==> config.mk <==
export PLATFORM = sky130hd
export DESIGN_NAME = rasterint_sequencer
export DESIGN_NICKNAME = d
export VERILOG_FILES = /design/src/rtl/rasterint_pkg.sv /design/src/rtl/rasterint_trigger.sv /design/src/rtl/rasterint_sequencer.sv
export SDC_FILE = /design/constraint.sdc
export NUM_CORES = 1
export LEC_CHECK = 0
export CORE_MARGIN = 2
export CORE_UTILIZATION = 40
export DETAILED_ROUTE_END_ITERATION = 6
export GPL_TIMING_DRIVEN = 1
export PLACE_DENSITY_LB_ADDON = 0.2
export SLEW_MARGIN = 20
export SYNTH_ARGS = -nofsm -noshare
export SYNTH_HDL_FRONTEND = slang
export SYNTH_SLANG_ARGS = --single-unit
==> constraint.sdc <==
create_clock -name clk -period 2.8 [get_ports clk]
set_input_delay 0.56 -clock clk [delete_from_list [all_inputs] [get_ports clk]]
set_output_delay 0.56 -clock clk [all_outputs]
set_load 0.05 [all_outputs]
==> src/rtl/rasterint_pkg.sv <==
// Shared definitions for the raster interrupt sequencer: FSM state encoding,
// pulse counter width and default beam timing per machine model.
package rasterint_pkg;

  typedef enum logic [1:0] {
    IDLE      = 2'd0,
    PULSE_VRT = 2'd1,
    PULSE_RAS = 2'd2
  } state_e;

  localparam int BEAM_W = 9;
  localparam int CNT_W  = 8;

  // Retrace line and lines-per-frame for the supported timing modes.
  localparam int VRT_LINE_48K  = 248;
  localparam int LINES_48K     = 312;
  localparam int VRT_LINE_128K = 247;
  localparam int LINES_128K    = 311;
  localparam int VRT_LINE_PENT = 239;
  localparam int LINES_PENT    = 320;

endpackage : rasterint_pkg

==> src/rtl/rasterint_trigger.sv <==
// Beam-position comparator: registers a line/column match and emits a
// single-cycle trigger on its rising edge, so a held match fires once.
module rasterint_trigger
  import rasterint_pkg::*;
#(
  parameter int TRIG_HC = 0,
  parameter int LINES   = 312
) (
  input  logic              clk,
  input  logic              rst_n,
  input  logic [BEAM_W-1:0] hc,
  input  logic [BEAM_W-1:0] vc,
  input  logic [BEAM_W-1:0] line,
  output logic              trig
);

  logic match;
  logic match_q;
  logic prev_q;

  // A line number at or beyond the frame length can never be reached.
  assign match = (vc == line) &&
                 (hc == BEAM_W'(TRIG_HC)) &&
                 ({1'b0, line} < (BEAM_W + 1)'(LINES));

  always_ff @(posedge clk) begin
    if (!rst_n) begin
      match_q <= 1'b0;
      prev_q  <= 1'b0;
    end else begin
      match_q <= match;
      prev_q  <= match_q;
    end
  end

  assign trig = match_q & ~prev_q;

endmodule : rasterint_trigger

==> src/rtl/rasterint_sequencer.sv <==
// Z80 /INT pulse generator choosing between retrace and raster-line interrupts.
// Optional build macro RASTERINT_ACK_EN ends the pulse early on an M1+IORQ acknowledge.
module rasterint_sequencer
  import rasterint_pkg::*;
#(
  parameter int INT_LEN  = 32,
  parameter int VRT_LINE = 248,
  parameter int TRIG_HC  = 0,
  parameter int LINES    = 312
) (
  input  logic              clk,
  input  logic              rst_n,
  input  logic              cpu_clken,
  input  logic [BEAM_W-1:0] hc,
  input  logic [BEAM_W-1:0] vc,
  input  logic              rasterint_enable,
  input  logic              vretraceint_disable,
  input  logic [BEAM_W-1:0] raster_line,
  input  logic              m1_n,
  input  logic              iorq_n,
  output logic              int_n,
  output logic              raster_int_in_progress,
  output state_e            state_dbg
);

  localparam logic [CNT_W-1:0] LAST_TICK = CNT_W'(INT_LEN - 1);

  state_e           state, state_nx;
  logic [CNT_W-1:0] cnt, cnt_nx;
  logic             int_n_nx;
  logic             rip_nx;
  logic             vrt_trig, ras_trig;
  logic             vrt_go, ras_go;
  logic             ack;

  rasterint_trigger #(.TRIG_HC(TRIG_HC), .LINES(LINES)) u_vrt_trig (
    .clk   (clk),
    .rst_n (rst_n),
    .hc    (hc),
    .vc    (vc),
    .line  (BEAM_W'(VRT_LINE)),
    .trig  (vrt_trig)
  );

  rasterint_trigger #(.TRIG_HC(TRIG_HC), .LINES(LINES)) u_ras_trig (
    .clk   (clk),
    .rst_n (rst_n),
    .hc    (hc),
    .vc    (vc),
    .line  (raster_line),
    .trig  (ras_trig)
  );

  assign vrt_go = vrt_trig & ~vretraceint_disable;
  assign ras_go = ras_trig & rasterint_enable;

`ifdef RASTERINT_ACK_EN
  assign ack = ~m1_n & ~iorq_n;
`else
  assign ack = 1'b0;
  logic unused_ack;
  assign unused_ack = m1_n ^ iorq_n;
`endif

  always_ff @(posedge clk) begin
    if (!rst_n) begin
      state                  <= IDLE;
      cnt                    <= '0;
      int_n                  <= 1'b1;
      raster_int_in_progress <= 1'b0;
    end else begin
      state                  <= state_nx;
      cnt                    <= cnt_nx;
      int_n                  <= int_n_nx;
      raster_int_in_progress <= rip_nx;
    end
  end

  // Triggers arriving outside IDLE are simply not looked at, so they drop.
  always_comb begin
    state_nx = state;
    cnt_nx   = cnt;
    int_n_nx = int_n;
    rip_nx   = raster_int_in_progress;
    unique case (state)
      IDLE: begin
        if (ras_go) begin
          state_nx = PULSE_RAS;
          cnt_nx   = '0;
          int_n_nx = 1'b0;
          rip_nx   = 1'b1;
        end else if (vrt_go) begin
          state_nx = PULSE_VRT;
          cnt_nx   = '0;
          int_n_nx = 1'b0;
        end
      end
      PULSE_VRT, PULSE_RAS: begin
        if (ack || (cpu_clken && cnt == LAST_TICK)) begin
          state_nx = IDLE;
          cnt_nx   = '0;
          int_n_nx = 1'b1;
          rip_nx   = 1'b0;
        end else if (cpu_clken) begin
          cnt_nx = cnt + 1'b1;
        end
      end
      default: begin
        state_nx = IDLE;
        cnt_nx   = '0;
        int_n_nx = 1'b1;
        rip_nx   = 1'b0;
      end
    endcase
  end

  assign state_dbg = state;

endmodule : rasterint_sequencer

# Yosys cells after proc, flatten, opt, wreduce, memory -nomap -nowiden
# Index checks and enable logic that the tools add are counted.
[totals] wordCells=52 reg_bits=16 in_bits=34
[op_classes] addsub=1 muxes=16 n_eq_ne=9 bitwise=7 reduce_logical=10 magnitude_cmp=1
[ops] op="8-bit 2-to-1 mux" n=4
[ops] op="8-bit case mux with 2 select lines" n=1
[ops] op="9-bit by 8-bit == test with 1-bit output (second input constant)" n=1
[ops] op="9-bit == test" n=1
[ops] op="9-bit zero test" n=1
[ops] op="9-bit less-than comparator (second input constant)" n=1
[ops] op="8-bit by 1-bit adder with 8-bit output (second input constant)" n=1
[ops] op="8-bit by 5-bit == test with 1-bit output (second input constant)" n=1
[ops] op="2-bit 2-to-1 mux" n=3
[ops] op="3-bit != test (second input constant)" n=2
[ops] op="2-bit AND reduction" n=3
[ops] op="1-bit 2-to-1 mux" n=5
[ops] op="1-bit AND" n=4
[ops] op="1-bit logical AND" n=4
[ops] op="2-bit != test (second input constant)" n=2
[ops] op="1-bit case mux with 2 select lines" n=2
[ops] op="2-bit case mux with 2 select lines" n=1
[ops] op="1-bit inverter" n=3
[ops] op="2-bit by 1-bit == test with 1-bit output (second input constant)" n=1
[ops] op="2-bit == test (second input constant)" n=1
[ops] op="2-bit zero test" n=1
[ops] op="2-bit OR reduction" n=1

# Logic depth before layout (Yosys ltp)
# Gate-level depths: netlist (run 1).
[depth] ltp_word=6 depth_mapped=7

# Hierarchy
# A second synthesis (run 1) with hierarchy kept.
[hier_totals] cells_unflattened=112 hier_area_um2=1024.7
[modules_own_cells] mod="rasterint_sequencer" area_per_inst_um2=636.9 cells_each=68 seq_area_each_um2=240.2 n_inst=1
[modules_own_cells] mod="rasterint_trigger" area_per_inst_um2=193.9 cells_each=22 seq_area_each_um2=40.0 n_inst=2

# Worst setup path before layout (run 1)
# OpenSTA, ideal clock, no wires.
[synth_timing] path_type="reg2reg" from="reg state[0] (netlist: state_dbg[0])" to="reg cnt[7]" path_slack_ns=0.875 arrival_ns=1.837 path_stages_with_launch=6 n_path_buf=0 path_cell_list="dfxtp_1 -> inv_1 -> ha_1 -> a21boi_4 -> or3b_1 -> o32ai_2"
[synth_via] elab_chain_len=4 word_cells_on_any_way=8 cone_classes="eq/ne: 4; mux: 1; reduce/logical: 3"
[synth_lines] item="from (decl)" line="rasterint_sequencer.sv:28" rtl="state_e state, state_nx;"
[synth_lines] item="from (signal assigned)" line="rasterint_sequencer.sv:72" rtl="state <= state_nx;"
[synth_lines] item="2-bit by 1-bit == test with 1-bit output / 2-bit == test (equally long branches)" line="rasterint_sequencer.sv:85" rtl="unique case (state)"
[synth_lines] item="2-bit OR reduction" line="rasterint_sequencer.sv:85"
[synth_lines] item="3-bit != test (no line)"
[synth_lines] item="2-bit AND reduction (no line)"
[synth_lines] item="to (signal assigned)" line="rasterint_sequencer.sv:73" rtl="cnt <= cnt_nx;"
[synth_lines] item="to (decl)" line="rasterint_sequencer.sv:29" rtl="logic [CNT_W-1:0] cnt, cnt_nx;"
# Parallel ways exist; a longest one is shown, timed or not.
# A chain may end at the register's enable or synchronous reset.

# Final worst setup path (run 1)
[layout_timing] from="reg state[1] (netlist: state_dbg[1])" to="out state_dbg[1]"
[layout_rtl] item="to (decl)" line="rasterint_sequencer.sv:23" rtl="output state_e state_dbg"
# No word-level cell between the ends.

==> results.ini, run 1 <==
[logic_synthesis]
syn_area_sq_um = 912.1
synth_cell_type_count = 35
synth-warning-count = 0
syn_avg_cell_area_sq_um = 8.856
synth_top_area_cell = dfxtp_1
syn_inst = 103
ys.flop_type = dfxtp_1
async_reset_ff_frac = 0
synth_top_area_share = 0.3512
synth_area_leaders = dfxtp_1 35%, xor2_1 6.7%, a21oi_1 5.5%
synth.most_common_cell = dfxtp_1
synth-edff-count = 0
ys_seq_elements = 16
ys_seq_area_frac = 0.3512
synth_nets = 139
synthTopCellsByCount = 16 x dfxtp_1, 10 x a21oi_1, 8 x o21ai_0

[sta]
rsz0062_at_grt = no
fmax_mhz = 498.0
setup_ws_ps = 792.1
slew_violations = 0
max_slew_margin = 0.6717
fin_setup_tns_ps = 0
finalCriticalPeriod_ps = 2008
clock_skew_ps = 5.478
setup_viol = 0
hold_viol = 0
fin_crit_sh = 0.7171
tightest_slew_ps = 490.9
fin_hold_ws_ps = 453.2

[drt]
firstDrtPassIters = 4
vias = 884
drtAntennaViolNets = 0
drt_iter0_drc = 7
drcViolationCount = 0
via_per_inst = 5.262
wl_per_cell_um = 11.72
routed_wl_um = 1969

[global_routing]
track_usage = 0.1742
grt_antenna_before_repair = 0
grt_pass1_wl_um = 3491
grt-ovfl-total = 0
grt_pass1_vias = 883
grt_max_degree = 13

[layout]
fin_nets = 178
design_area_sq_um = 1305
final_layout_size_suffix_gt1_frac = 0.09286
area_delta_synth_final_pct = 43.07
antenna_cells = 0

[power]
power_density_nw_per_um2 = 356.3
switching_power_w = 0.0001198
power_frac_seq = 0.502
p_int_w = 0.0003451
switching_share = 0.2577
p_leak_nw = 0.4662
design_power_total_w = 0.0004649
pwr-share-comb = 0.242
p_clk_frac = 0.257
vdd_drop_max_mv = 0.2518

[worst_setup_path]
slowest_delay_ps = 810
crit_chain = clkdlybuf4s50_1
worstRegToRegCells = 7
worst_path_max_delay_cell = clkdlybuf4s50_1
path_buf_inv = 1
worstSetupStartpointType = flip-flop
worstPathArrival_ps = 1450
cp_top_family = buffers and inverters
path_max_fanout = 3
cp.required_ps = 2240
critPathKind = reg -> out
cp-end-kind = primary output
cp.depth = 1

[floorplan]
initial_utilization = 0.4163
die_h_um = 51.75
rows = 17
die_w_um = 51.75
io_pins = 38
dieArea_sq_um = 2678
core-area_sq_um = 2191

[cts]
tritoncts = done
root_buffer = clkbuf_4
clkTransAtPathRegs_ps = 90
clock_path_buffers = 2
postCtsResizedCells = 0
clk_latency_ps = 280
cts_hold_buf = 0
cts_buffers = 3
cts_max_level = 1
post_cts_buffers = 0
cts_sinks = 16

[job]
max_cap_viol_count = 0

[placed_design]
dp_worst_setup_slack_ps = 576.9
hpwlAfterDp_um = 1641
port_buffers = 35
dpl_cell_area_sq_um = 1282
globalplace.congestion = 0.7988

[worst_hold_path]
hold_path_class = reg -> reg
whs_path_depth = 2

[status]
outcome = complete, no violations

-- stage by stage --
step / utilization / instances
5_1_grt: 0.5957 / 168
3_5_place_dp: 0.5854 / 165
3_3_place_gp: 0.5854 / 165
6_report: 0.5957 / 168
2_1_floorplan: - / 103
4_1_cts: 0.5957 / 168
-- cell usage in the layout (no fill, tap or decap), types with 2 or more instances in the layout --
master	count
o21ai_0	8
nand3_1	3
dfxtp_1	16
nor2_1	5
a21oi_1	10
xor2_1	7
clkbuf_4	3
xnor2_1	2
nor4_1	4
nand4_1	3
inv_1	7
and2_1	3
nor3_1	2
ha_1	2
nand4b_1	2
nand2b_1	2
clkdlybuf4s50_1	35
or3_1	2
nand2_1	5
or3_2	2
-- worst paths after layout --
path	from	slack, ps	endpoint
setup / recovery	state_dbg[1]	790	state_dbg[1]
hold / removal	raster_int_in_progress	450	raster_int_in_progress
setup reg to reg	state_dbg[1]	1050	cnt[5]
hold reg to reg	raster_int_in_progress	450	raster_int_in_progress
-- registers in the layout, indices dropped and copies added, names as in the netlist --
name	flops
u_ras_trig.match_q	1
u_ras_trig.prev_q	1
u_vrt_trig.prev_q	1
state_dbg	2
cnt	8
u_vrt_trig.match_q	1
raster_int_in_progress	1
int_n	1
-- routing by layer --
metal,part of all wire,vias to the layer above,GRT usage
met2,0.48,23,0.3120
met1,0.45,410,0.1922
li1,-,449,-
met5,0,-,0
met4,0.0056,0,0.03947
met3,0.062,2,0.06897
-- logic make-up after synthesis --
kind of cell | Yosys count | synth area share
DFF | 16 | 0.3512
buffers and inverters | 9 | 0.05350
adders and majority gates | 2 | 0.02743
and+or+nand+nor | 41 | 0.2853
xor gates and xnor gates | 9 | 0.08642
AOI/OAI and AO/OA | 26 | 0.1962
-- final cells by class --
| cell class | count | area (sq um) |
|---|---|---|
| Clock buffer | 3 | 22.52 |
| Fill cell | 209 | 885.9 |
| Inverter | 7 | 26.28 |
| Multi-Input combinational cell | 78 | 543.0 |
| Sequential cell | 16 | 320.3 |
| Tap cell | 28 | 35.03 |
| Timing Repair Buffer | 36 | 357.8 |
-- power by group through the flow --
| stage | sequential [W] | combinational (W) | clock [W] |
|---|---|---|---|
| 2_1_floorplan | 0.000247 | 0.0000420 | 0 |
| 6_report | 0.000233 | 0.000112 | 0.000119 |
| 3_3_place_gp | 0.000239 | 0.000111 | 0 |
| 4_1_cts | 0.000233 | 0.000113 | 0.000126 |
| 5_1_grt | 0.000234 | 0.000122 | 0.000134 |
| 3_5_place_dp | 0.000239 | 0.000113 | 0 |
Power figures use the tool's default switching activity.
==> run 2, diff against run 1 <==
- clock period: 2.8 -> 2 ns (I/O delays scaled with it)
==> run 2 against run 1 <==
Against the previous run: hold slack lost 2.6 ps; register-to-register slack lost 790 ps; final cell count grew 3.0%; worst setup slack lost 620 ps; critical endpoint unchanged; highest routed layer unchanged.
==> results.ini, run 2 (synthesized netlist as in run 1, its figures left out) <==
[status]
outcome = complete, no violations

[worst_setup_path]
worstSetupStartpointType = flip-flop
cp-end-kind = primary output
rrSetupSlack_ps = 260  ; -790 ps
worst_path_max_delay_cell = clkdlybuf4s50_1
timing.rr.end = cnt[5]
critPathKind = reg -> out
path_max_fanout = 3  ; unchanged
cp_top_family = buffers and inverters
setup.worst_path.end = state_dbg[1]
cp.depth = 1  ; unchanged
worstPathArrival_ps = 1430  ; -20 ps
cp.required_ps = 1600  ; -640 ps
regToRegStartpoint = state_dbg[0]
crit_start = state_dbg[1]
path_buf_inv = 1  ; unchanged
worstRegToRegCells = 7  ; unchanged
slowest_delay_ps = 800  ; about the same
crit_chain = clkdlybuf4s50_1

[job]
max_cap_viol_count = 0  ; unchanged

[power]
p_leak_nw = 0.4891  ; +4.9%
p_clk_frac = 0.250  ; -0.007
switching_power_w = 0.0001685  ; +41%
power_density_nw_per_um2 = 490.6  ; +38%
vdd_drop_max_mv = 0.3912  ; +55%
p_int_w = 0.0004901  ; +42%
power_frac_seq = 0.496  ; -0.006
switching_share = 0.2558  ; -0.001921
pwr-share-comb = 0.254  ; +0.012

[layout]
fin_nets = 183  ; +2.8%
antenna_cells = 0  ; unchanged
layout.cells.most_common_list = 35 x clkdlybuf4s50_1, 16 x dfxtp_1, 10 x a21oi_1
largest_register_ffs = 8  ; unchanged
utilization = 0.6128  ; +0.01713
final_common_cell = clkdlybuf4s50_1
area_delta_synth_final_pct = 47.19
top_register = cnt
final_layout_size_suffix_gt1_frac = 0.1241  ; +0.03128

[sta]
fin_setup_tns_ps = 0  ; unchanged
tightest_slew_ps = 496.2  ; +5.275 ps
fmax_mhz = 545.7
fin_hold_ws_ps = 450.5  ; -2.611 ps
hold_viol = 0  ; unchanged
finalCriticalPeriod_ps = 1833
max_slew_margin = 0.6682  ; -0.003528
slew_violations = 0  ; unchanged
rsz0062_at_grt = no
fin_crit_sh = 0.9163
setup_viol = 0  ; unchanged
clock_skew_ps = 3.191  ; -2.287 ps

[drt]
drtAntennaViolNets = 0  ; unchanged
firstDrtPassIters = 4  ; unchanged
routed_wl_um = 2079  ; +5.6%
wl_per_cell_um = 12.02  ; +2.5%
drt_iter0_drc = 8  ; +1
vias = 901  ; +1.9%
via_per_inst = 5.208  ; -1.0%
drcViolationCount = 0  ; unchanged

[placed_design]
globalplace.congestion = 0.7990  ; about the same
hpwlAfterDp_um = 1734  ; +5.7%
port_buffers = 35  ; unchanged

[cts]
postCtsResizedCells = 0  ; unchanged
cts_max_level = 1  ; unchanged
post_cts_buffers = 0  ; unchanged
cts_buffers = 3  ; unchanged
cts_hold_buf = 0  ; unchanged
tritoncts = done
clk_latency_ps = 280  ; about the same
clkTransAtPathRegs_ps = 80  ; about the same
cts_sinks = 16  ; unchanged
root_buffer = clkbuf_4
clock_path_buffers = 2  ; unchanged

[global_routing]
track_usage = 0.1819  ; +0.007723
grt_antenna_before_repair = 0  ; unchanged
grt-ovfl-total = 0  ; unchanged
grt_pass1_wl_um = 3663  ; +4.9%
grt_pass1_vias = 928  ; +5.1%
grt_max_degree = 11  ; -2

[floorplan]
rows = 17  ; unchanged
initial_utilization = 0.4163  ; unchanged
core-area_sq_um = 2191  ; unchanged
die_h_um = 51.75  ; unchanged
io_pins = 38  ; unchanged
dieArea_sq_um = 2678  ; unchanged
die_w_um = 51.75  ; unchanged

[worst_hold_path]
hold_path_class = reg -> reg

[run 2: cell types whose count changed in the layout (fill, tap and decap cells not counted), sizes merged]
cell | before | now
buf | 1 | 6
[run 2: power by group through the flow]
stage	sequential (W)	clock (W)	combinational (W)
final	0.000327	0.000165	0.000167
after global routing	0.000328	0.000183	0.000180
after CTS	0.000327	0.000173	0.000168
after detailed placement	0.000334	0	0.000167
after global placement	0.000334	0	0.000164
after floorplan	0.000346	0	0.0000587
[run 2: per-layer routing]
layer,global-route usage,wire [um]
met2,0.3333,1024
met1,0.1989,931
met3,0.05172,112
met5,0,0
met4,0.06140,12
[run 2: area by class of cell]
class | instances | area, sq um
well taps | 28 | 35.03
fillers | 186 | 848.3
flip-flops and latches | 16 | 320.3
multi-input cells | 78 | 543.0
clock buffers | 3 | 22.52
inverters | 7 | 26.28
repair buffers | 41 | 395.4
[run 2: metrics by stage]
stage | instance area (sq um) | setup slack, ps | total power (W) | std cells
global placement | 1320 | 36.57 | 0.0004975 | 170
floorplan | 912.1 | 75.09 | 0.0004046 | 103
global route | 1343 | 108.9 | 0.0006909 | 173
CTS | 1343 | 149.2 | 0.0006677 | 173
finish | 1343 | 167.4 | 0.0006586 | 173
detailed placement | 1320 | -20.80 | 0.0005007 | 170
[run 2: worst min path at each step]
stage / startpoint / end / cells past startpoint
floorplan: u_vrt_trig.match_q / u_vrt_trig.prev_q / 1
global placement: raster_int_in_progress / raster_int_in_progress / 2
detailed placement: u_vrt_trig.match_q / u_vrt_trig.prev_q / 1
CTS: raster_int_in_progress / raster_int_in_progress / 2
global route: raster_int_in_progress / raster_int_in_progress / 2
finish: raster_int_in_progress / raster_int_in_progress / 2
[run 2: worst reg2reg max path: cells and delay by family (launching register included)]
family / cells / cell delay [ps]
compound gates: 2 / 220
fa+ha+maj: 1 / 330
buf+inv: 2 / 220
flops: 1 / 340
simple gates: 2 / 570
